`config.mk`:
```
export PLATFORM = sky130hd
export DESIGN_NAME = uart_tx_fifo
export DESIGN_NICKNAME = d
export VERILOG_FILES = /design/src/rtl/uart_tx_fifo.sv
export SDC_FILE = /design/constraint.sdc
export NUM_CORES = 1
export LEC_CHECK = 0
export ABC_AREA = 1
export CORE_MARGIN = 3
export CORE_UTILIZATION = 56
export DETAILED_ROUTE_END_ITERATION = 6
export PLACE_DENSITY = 0.75
export SYNTH_ARGS = -nofsm -noshare
export SYNTH_HDL_FRONTEND = slang
export SYNTH_SLANG_ARGS = --single-unit
```
`constraint.sdc`:
```
create_clock -name clk -period 2.95 [get_ports clk]
set_input_delay 0.885 -clock clk [delete_from_list [all_inputs] [get_ports clk]]
set_output_delay 0.885 -clock clk [all_outputs]
set_load 0.03 [all_outputs]
```
`src/rtl/uart_tx_fifo.sv`:
```
// Byte FIFO and issue controller feeding the UART transmitter.
// Optional drop counter output enabled by defining UART_TXQ_DROP_CNT_EN.
module uart_tx_fifo #(
    parameter int unsigned DEPTH_LOG2 = 4
) (
    input  logic                  clk,
    input  logic                  rst,
    input  logic [7:0]            wr_data,
    input  logic                  wr_en,
    output logic                  full,
    output logic                  empty,
    output logic [DEPTH_LOG2:0]   level,
    output logic                  ovf_tick,
    output logic [7:0]            tx_data,
    output logic                  tx_valid,
    input  logic                  tx_done_tick,
    output logic                  busy
`ifdef UART_TXQ_DROP_CNT_EN
    ,
    output logic [7:0]            drop_cnt
`endif
);

    localparam int unsigned DEPTH = 1 << DEPTH_LOG2;
    localparam int unsigned CW    = DEPTH_LOG2 + 1;

    typedef enum logic [1:0] {
        S_IDLE  = 2'd0,
        S_ISSUE = 2'd1,
        S_WAIT  = 2'd2
    } state_t;

    state_t                state;
    logic [7:0]            mem [DEPTH];
    logic [DEPTH_LOG2-1:0] wr_ptr;
    logic [DEPTH_LOG2-1:0] rd_ptr;
    logic [CW-1:0]         count;
    logic [CW-1:0]         count_next;
    logic                  push;
    logic                  pop;
    logic                  drop;

    // Full blocks writes even if a pop lands on the same edge.
    always_comb begin
        push       = wr_en && !full;
        drop       = wr_en && full;
        pop        = (state == S_IDLE) && !empty;
        count_next = count + CW'(push) - CW'(pop);
    end

    // Storage is not reset; contents are simply discarded with the pointers.
    always_ff @(posedge clk) begin
        if (push) begin
            mem[wr_ptr] <= wr_data;
        end
    end

    always_ff @(posedge clk) begin
        if (rst) begin
            state    <= S_IDLE;
            wr_ptr   <= '0;
            rd_ptr   <= '0;
            count    <= '0;
            level    <= '0;
            full     <= 1'b0;
            empty    <= 1'b1;
            ovf_tick <= 1'b0;
            tx_data  <= 8'h00;
            tx_valid <= 1'b0;
            busy     <= 1'b0;
        end else begin
            count    <= count_next;
            level    <= count_next;
            full     <= (count_next == CW'(DEPTH));
            empty    <= (count_next == '0);
            ovf_tick <= drop;
            if (push) begin
                wr_ptr <= wr_ptr + 1'b1;
            end
            // Issue one byte at a time, then wait for the transmitter's done tick.
            case (state)
                S_IDLE: begin
                    if (!empty) begin
                        tx_data  <= mem[rd_ptr];
                        rd_ptr   <= rd_ptr + 1'b1;
                        tx_valid <= 1'b1;
                        busy     <= 1'b1;
                        state    <= S_ISSUE;
                    end
                end
                S_ISSUE: begin
                    tx_valid <= 1'b0;
                    state    <= S_WAIT;
                end
                S_WAIT: begin
                    if (tx_done_tick) begin
                        busy  <= 1'b0;
                        state <= S_IDLE;
                    end
                end
                default: begin
                    tx_valid <= 1'b0;
                    busy     <= 1'b0;
                    state    <= S_IDLE;
                end
            endcase
        end
    end

`ifdef UART_TXQ_DROP_CNT_EN
    // Saturating count of dropped writes, stepping with ovf_tick.
    always_ff @(posedge clk) begin
        if (rst) begin
            drop_cnt <= 8'h00;
        end else if (drop && (drop_cnt != 8'hFF)) begin
            drop_cnt <= drop_cnt + 8'h01;
        end
    end
`endif

endmodule

```
==> flow_summary.json, run 1 <==
{
  "crit_path_capture_type": "flop",
  "post-synth-top-area-cell": "sky130_fd_sc_hd__edfxtp_1",
  "drt-wirelength-per-cell_microns": 17.4,
  "total_setup_violations_reported_at_the_end_of_the_flow": 0,
  "worst_hold_path_type": "flop to flop",
  "transition_time_at_the_pin_with_the_least_slew_margin_ns": 0.799,
  "vertical_die_dimension_microns": 116,
  "globalRoute.totalOverflow": 0,
  "postLayoutCoreUtil_pct": 67.5,
  "nets": 743,
  "timing.critical_path.from_type": "input pin",
  "cts_inserted_buffers": 17,
  "min_delay_path_depth": 2,
  "final_max_slew_viols": 0,
  "total_count_of_hold_check_failures_in_the_final_report": 0,
  "yosysWarnings": 0,
  "critPathSlowestCell": "sky130_fd_sc_hd__fa_2",
  "vias": 4673,
  "timing.fmax_ghz": 0.356,
  "groute.usage.overall_pct": 24.2,
  "post_synth_edffs": 128,
  "minimum_setup_slack_among_reg_to_reg_paths_ns": 0.77,
  "crit_arrival_ns": 3.15,
  "synthCells": 676,
  "inst_count_dp": 844,
  "drt_wl_total_mm": 15.2,
  "crit_type": "input pin to flop",
  "post_cts_buffers": 0,
  "minimum_period_implied_by_the_final_worst_setup_slack_ns": 2.81,
  "stdcell_count": 875,
  "synthArstFlopShare_pct": 0,
  "floorplan.rows": 39,
  "synth.cell_area_sq_um": 6720,
  "worst_path_largest_cell_delay_ns": 0.54,
  "placement.cell_area_sq_um": 7200,
  "syn_area_per_cell_sq_um": 9.94,
  "syn_to_final_growth_pct": 16.2,
  "total_leakage_power_nw": 3.32,
  "drv_cap": 0,
  "pin_count_of_the_biggest_net_entering_global_routing": 67,
  "netlist_top_cells_area": "sky130_fd_sc_hd__edfxtp_1, sky130_fd_sc_hd__nand2_1, sky130_fd_sc_hd__dfxtp_1, sky130_fd_sc_hd__nand3_1, sky130_fd_sc_hd__inv_1",
  "ios": 30,
  "synth_top_family_by_area": "simple AND/OR/NAND/NOR gates",
  "post_synthesis_xor_xnor_area_fraction_pct": 0.522,
  "io_buffer_count": 29,
  "final_antenna_net_count": 0,
  "cp.buffers_inverters": 5,
  "ordered_cell_list_for_the_critical_path": "clkdlybuf4s50_1, inv_2, nor2_2, inv_1, ha_1, inv_1, ha_1, inv_1, fa_2, nand2_1, nor2_1, nand2_1, a21oi_1",
  "drive_above_1_share_pct": 8.33,
  "postLayoutCellArea_sq_um": 7800,
  "synth_fa_ha_area_share_pct": 2.16,
  "post_synth_and_or_nand_nor_area_fraction_pct": 22.3,
  "number_of_antenna_violations_at_the_first_check_in_global_routing": 0,
  "share_of_synthesized_area_occupied_by_flip_flops_and_latches_pct": 65.6,
  "worst_skew_pair.late_latency_ns": 0.41,
  "dp.final_hpwl_mm": 9.34,
  "cts.clk_slew.worst_paths_ns": 0.06,
  "drtPass1Iterations": 7,
  "first_global_vias": 4805,
  "crit_path_max_fanout": 2,
  "worst_path_dominant_cell_family": "adder cells",
  "cts_sinks": 156,
  "setup_repair_after_global_routing_missed_its_margin": "no",
  "via_per_inst": 5.34,
  "antennaDiodeCount": 0,
  "yosys.cell_types.count": 25,
  "cts-root-to-sink-buffers": 2,
  "post-route-period-util_pct": 95.2,
  "yosys-mux-area-fraction_pct": 0,
  "regToRegEndpoint": "empty",
  "r2r-start": "state[0]",
  "post-layout-total-power_mw": 7.21,
  "synth.ff_latch_count": 156,
  "synth_top_cell_area_share_pct": 57.2,
  "cp_data_required_time_ns": 3.29,
  "die_span_x_microns": 116,
  "setup.worst_path.start": "wr_en",
  "start_util_pct": 58.1,
  "tritoncts": "yes",
  "path_common_cell": "sky130_fd_sc_hd__inv_1",
  "number_of_remaining_drc_errors": 0,
  "synth_ff_type": "sky130_fd_sc_hd__edfxtp_1",
  "drt_iter0_drc": 607,
  "status": "complete, no violations",
  "cp.depth": 13,
  "design.core.area_sq_um": 11600,
  "timing.max_slew.rel_slack_pct": 46.6,
  "vdd_drop_max_mv": 0.528,
  "worst_hold_startpoint": "full",
  "synth.net_count": 699,
  "design.die.area_sq_um": 13300,
  "power.density_nw_per_um2": 924,
  "htreeDepth": 4,
  "ff2ff_path_depth": 12,
  "clock-root-buffer": "sky130_fd_sc_hd__clkbuf_16",
  "finalClockSkew_ns": 0.00957,
  "gpl_congestion": 0.876,
  "synth_compound_area_share_pct": 1.25,
  "setup.worst_path.end": "empty",
  "layout_common_cells": "sky130_fd_sc_hd__nand2_1, sky130_fd_sc_hd__edfxtp_1, sky130_fd_sc_hd__nand3_1",
  "grt_first_pass_wirelength_mm": 24.1,
  "layout.cells.most_common": "sky130_fd_sc_hd__nand2_1"
}
-- repair_timing --
item,4_1_cts,5_1_grt
setup endpoints to repair,0,1
resized for setup,0,1
hold buffers,0,0
-- report_power, final --
| group | internal, mW | total [mW] | leakage, nW | switching [mW] |
|---|---|---|---|---|
| Combinational | 0.767 | 2.29 | 1.65 | 1.53 |
| Sequential | 2.58 | 2.69 | 1.39 | 0.108 |
| Clock | 1.40 | 2.23 | 0.287 | 0.831 |
-- routing by layer --
layer / global-route usage [%] / wire length (microns)
met1: 30.2 / 6110
met2: 40.6 / 7750
met3: 5.90 / 1010
met4: 10.0 / 337
met5: 0 / 0
-- how the worst min path moves through the flow --
| stage | endpoint | slack (ns) |
|---|---|---|
| 2_1_floorplan | wr_ptr[2] | 0.48 |
| 3_3_place_gp | ovf_tick | 0.46 |
| 3_5_place_dp | ovf_tick | 0.46 |
| 4_1_cts | ovf_tick | 0.47 |
| 5_1_grt | ovf_tick | 0.50 |
| 6_report | ovf_tick | 0.47 |
-- tightest hold or removal path, stage by stage, from the launching register on --
cell	delay [ns]
sky130_fd_sc_hd__dfxtp_1	0.33
sky130_fd_sc_hd__nand2_1	0.07
sky130_fd_sc_hd__nor2_1	0.03
-- area by class of cell --
| type | instances | area [sq um] |
|---|---|---|
| multi-input cells | 395 | 1760 |
| clock buffers | 17 | 425 |
| clock inverters | 14 | 176 |
| repair buffers | 54 | 490 |
| fillers | 857 | 3760 |
| flip-flops and latches | 156 | 4410 |
| well taps | 143 | 179 |
| inverters | 96 | 360 |
-- cells by family after synthesis --
logic type,after synthesis
buffers and inverters,125
xor gates and xnor gates,4
and+or+nand+nor,364
AOI/OAI and AO/OA,16
DFF,156
adders and majority gates,11
-- synthesized netlist by cell type (2+ instances only) --
cell type                  number
sky130_fd_sc_hd__nand2_1      222
sky130_fd_sc_hd__edfxtp_1     128
sky130_fd_sc_hd__nand3_1       92
sky130_fd_sc_hd__inv_1         89
sky130_fd_sc_hd__nor2_1        42
sky130_fd_sc_hd__dfxtp_1       28
sky130_fd_sc_hd__a21oi_1       11
sky130_fd_sc_hd__ha_1          10
sky130_fd_sc_hd__buf_4          9
sky130_fd_sc_hd__buf_2          8
sky130_fd_sc_hd__clkbuf_1       6
sky130_fd_sc_hd__inv_2          6
sky130_fd_sc_hd__buf_6          5
sky130_fd_sc_hd__nor3_1         3
sky130_fd_sc_hd__o21ai_0        3
sky130_fd_sc_hd__xor2_1         3
sky130_fd_sc_hd__nor2_2         2
sky130_fd_sc_hd__nor4_1         2
-- metrics by stage --
stage,worst slack (ns),TNS [ns],hold slack (ns)
after global placement,-0.164,-0.451,0.455
after floorplan,0.286,0,0.478
after global routing,0.00650,0,0.496
final,0.141,0,0.469
after CTS,0.111,0,0.470
after detailed placement,-0.293,-0.933,0.462
-- state kept, by name (all words and copies together), names as in the netlist --
| register | flops |
|---|---|
| mem | 128 |
| rd_ptr | 4 |
| empty | 1 |
| count | 5 |
| busy | 1 |
| full | 1 |
| state | 2 |
| ovf_tick | 1 |
| tx_valid | 1 |
| wr_ptr | 4 |
| tx_data | 8 |
(Power assumes the default switching activity.)
==> run 2, diff against run 1 <==
--- a/config.mk
+++ b/config.mk
@@ -9,4 +9,5 @@
 export CORE_MARGIN = 3
 export CORE_UTILIZATION = 56
+export CTS_CLUSTER_SIZE = 14
 export DETAILED_ROUTE_END_ITERATION = 6
 export PLACE_DENSITY = 0.75
==> constraint.sdc (replaced) <==
create_clock -name clk -period 2.95 [get_ports clk]
set_input_delay 0.885 -clock clk [delete_from_list [all_inputs] [get_ports clk]]
set_output_delay 0.885 -clock clk [all_outputs]
set_load 0.005 [all_outputs]
==> results of run 2 <==
The final DEF is identical to that of run 1. Status: complete, no violations.
Among the figures that moved: total power 7.21 mW -> 7.00 mW
==> RTL edit (flow settings as in run 2) <==
Register the output `level` once more; this adds one clock of latency there. The other outputs are not delayed to match.
--- a/src/rtl/uart_tx_fifo.sv
+++ b/src/rtl/uart_tx_fifo.sv
@@ -30,6 +30,8 @@
         S_WAIT  = 2'd2
     } state_t;
 
+    logic [DEPTH_LOG2:0] level_s0;
+
     state_t                state;
     logic [7:0]            mem [DEPTH];
     logic [DEPTH_LOG2-1:0] wr_ptr;
@@ -61,7 +63,7 @@
             wr_ptr   <= '0;
             rd_ptr   <= '0;
             count    <= '0;
-            level    <= '0;
+            level_s0 <= '0;
             full     <= 1'b0;
             empty    <= 1'b1;
             ovf_tick <= 1'b0;
@@ -70,7 +72,7 @@
             busy     <= 1'b0;
         end else begin
             count    <= count_next;
-            level    <= count_next;
+            level_s0 <= count_next;
             full     <= (count_next == CW'(DEPTH));
             empty    <= (count_next == '0);
             ovf_tick <= drop;
@@ -118,5 +120,9 @@
     end
 `endif
 
+    always_ff @(posedge clk) begin
+        level <= level_s0;
+    end
+
 endmodule
 
Check against the original RTL: not equivalent (a bounded check fails within 4 cycles, from zero or initial values and one cycle with rst high).
==> RTL edit against run 2 <==
- sequential cell count is 5 higher
- total power is 1.6% lower
- utilization about the same
- area after synthesis grew 1.3%
- first-iteration DRC count shrank 5.8%
- synthesized cell count rose by 0.59%
- cell count increased by 0.80%
- non-clock buffer count rose by 2
- setup slack gained 0.014 ns
- final area grew 0.90%
- routed wire length down 0.72%
- critical endpoint unchanged
- largest cell class unchanged
- highest routed layer unchanged
==> RTL edit: results (changes against run 2) <==
stage,metric,value,unit,change
power,switching portion of total power,0.3245,,+0.001794
sta,Final Cycle Share,0.9474,,-0.004914
route,Vias,4729,,+1.2%
route,WL final,15090,um,-0.72%
critical_path,Reg2Reg Depth,10,,-2
yosys,syn avg cell area,10.00,um^2,+0.69%
power,VDD IR-drop max,0.6648,mV,+26%
place,RD Place Congestion,0.9140,,+4.3%
critical_path,"reg-to-reg slack, setup",0.73,ns,-0.04 ns
cells_and_area,Regs by FF count,"mem (128), tx_data (8)",,
critical_path,Arrival @ worst endpoint,3.14,ns,about the same
place,Post-DP HPWL,9310,um,-0.37%
yosys,syn_nets,703,,+0.57%
sta,Slew @ Worst Pin,0.7961,ns,-0.002519 ns
route,DRT Pass-1 Iters,5,,-2
cells_and_area,Buffers excl. clock,56,,+3.7%
global_routing,Total Routing Usage GR,0.2374,,-0.004589
global_routing,vias in the first global route,4474,,-6.9%
yosys,commonest cells in the netlist,"nand2_1 (220), edfxtp_1 (128), nand3_1 (92)",,
route,DR iter-0 viols,572,,-5.8%
cells_and_area,number of multi-input logic gates,394,,-0.25%
outcome,result of the run,"finished, final reports clean",,
power,Leakage,3.362,nW,+1.2%
place,Cells after DPL,850,,+0.71%
global_routing,first-pass GRT wire length,23630,um,-1.8%
cells_and_area,"Net count, final",749,,+0.81%
cells_and_area,Final clock-cell share,0.07010,,-0.007045
power,Reg power frac,0.406,,+0.022
sta,hold_ws,0.3766,ns,-0.09273 ns
route,DR vias/cell,5.362,,+0.40%
yosys,"Seq/Total Area, Yosys",0.6621,,+0.006392
cells_and_area,layout cells sized above 1,0.08254,,-0.0007894
critical_path,FF-to-FF Start,state[1],,
min_path,hold_sp,count[4],,
min_path,Worst Hold Depth,0,,-2
cells_and_area,clkbuf count,27,,+10
power,Clock power frac,0.293,,-0.025
min_path,Hold Path Sink,level[4],,
cells_and_area,fraction of area in multi-input gates,0.2248,,-0.001377
place,Post-Place Setup Slack,-0.2516,ns,+0.04174 ns
critical_path,critical path's slowest cell,clkdlybuf4s50_1,,
cells_and_area,fillers,845,,-1.4%
power,Clk. pwr,0.00202,W,-9.4%
[RTL edit: per-layer routing]
layer	up-vias	global-route usage	share of wire
met5	-	0	0
met4	0	0.1106	0.040
met3	46	0.05026	0.064
met2	197	0.3659	0.47
met1	2205	0.3261	0.42
li1	2281	-	-
[RTL edit: kinds of logic (layout without fill, tap and decap cells)]
family                   Yosys count  after routing  synth area share
buffers and inverters            125            184           0.07909
flip-flops                       161            161            0.6621
AND/OR/NAND/NOR                  362            362            0.2185
XOR/XNOR                           4              4          0.005151
AO/OA/AOI/OAI                     17             17           0.01379
adder cells (fa/ha/maj)           11             11           0.02134
[RTL edit: stage by stage]
stage | util | TNS [ns] | area, um^2
5_1_grt | 0.6749 | 0 | 7871
2_1_floorplan | - | 0 | 6803
4_1_cts | 0.6746 | 0 | 7868
3_3_place_gp | 0.6273 | -0.4137 | 7316
3_5_place_dp | 0.6273 | -0.7466 | 7316
6_report | 0.6749 | 0 | 7871
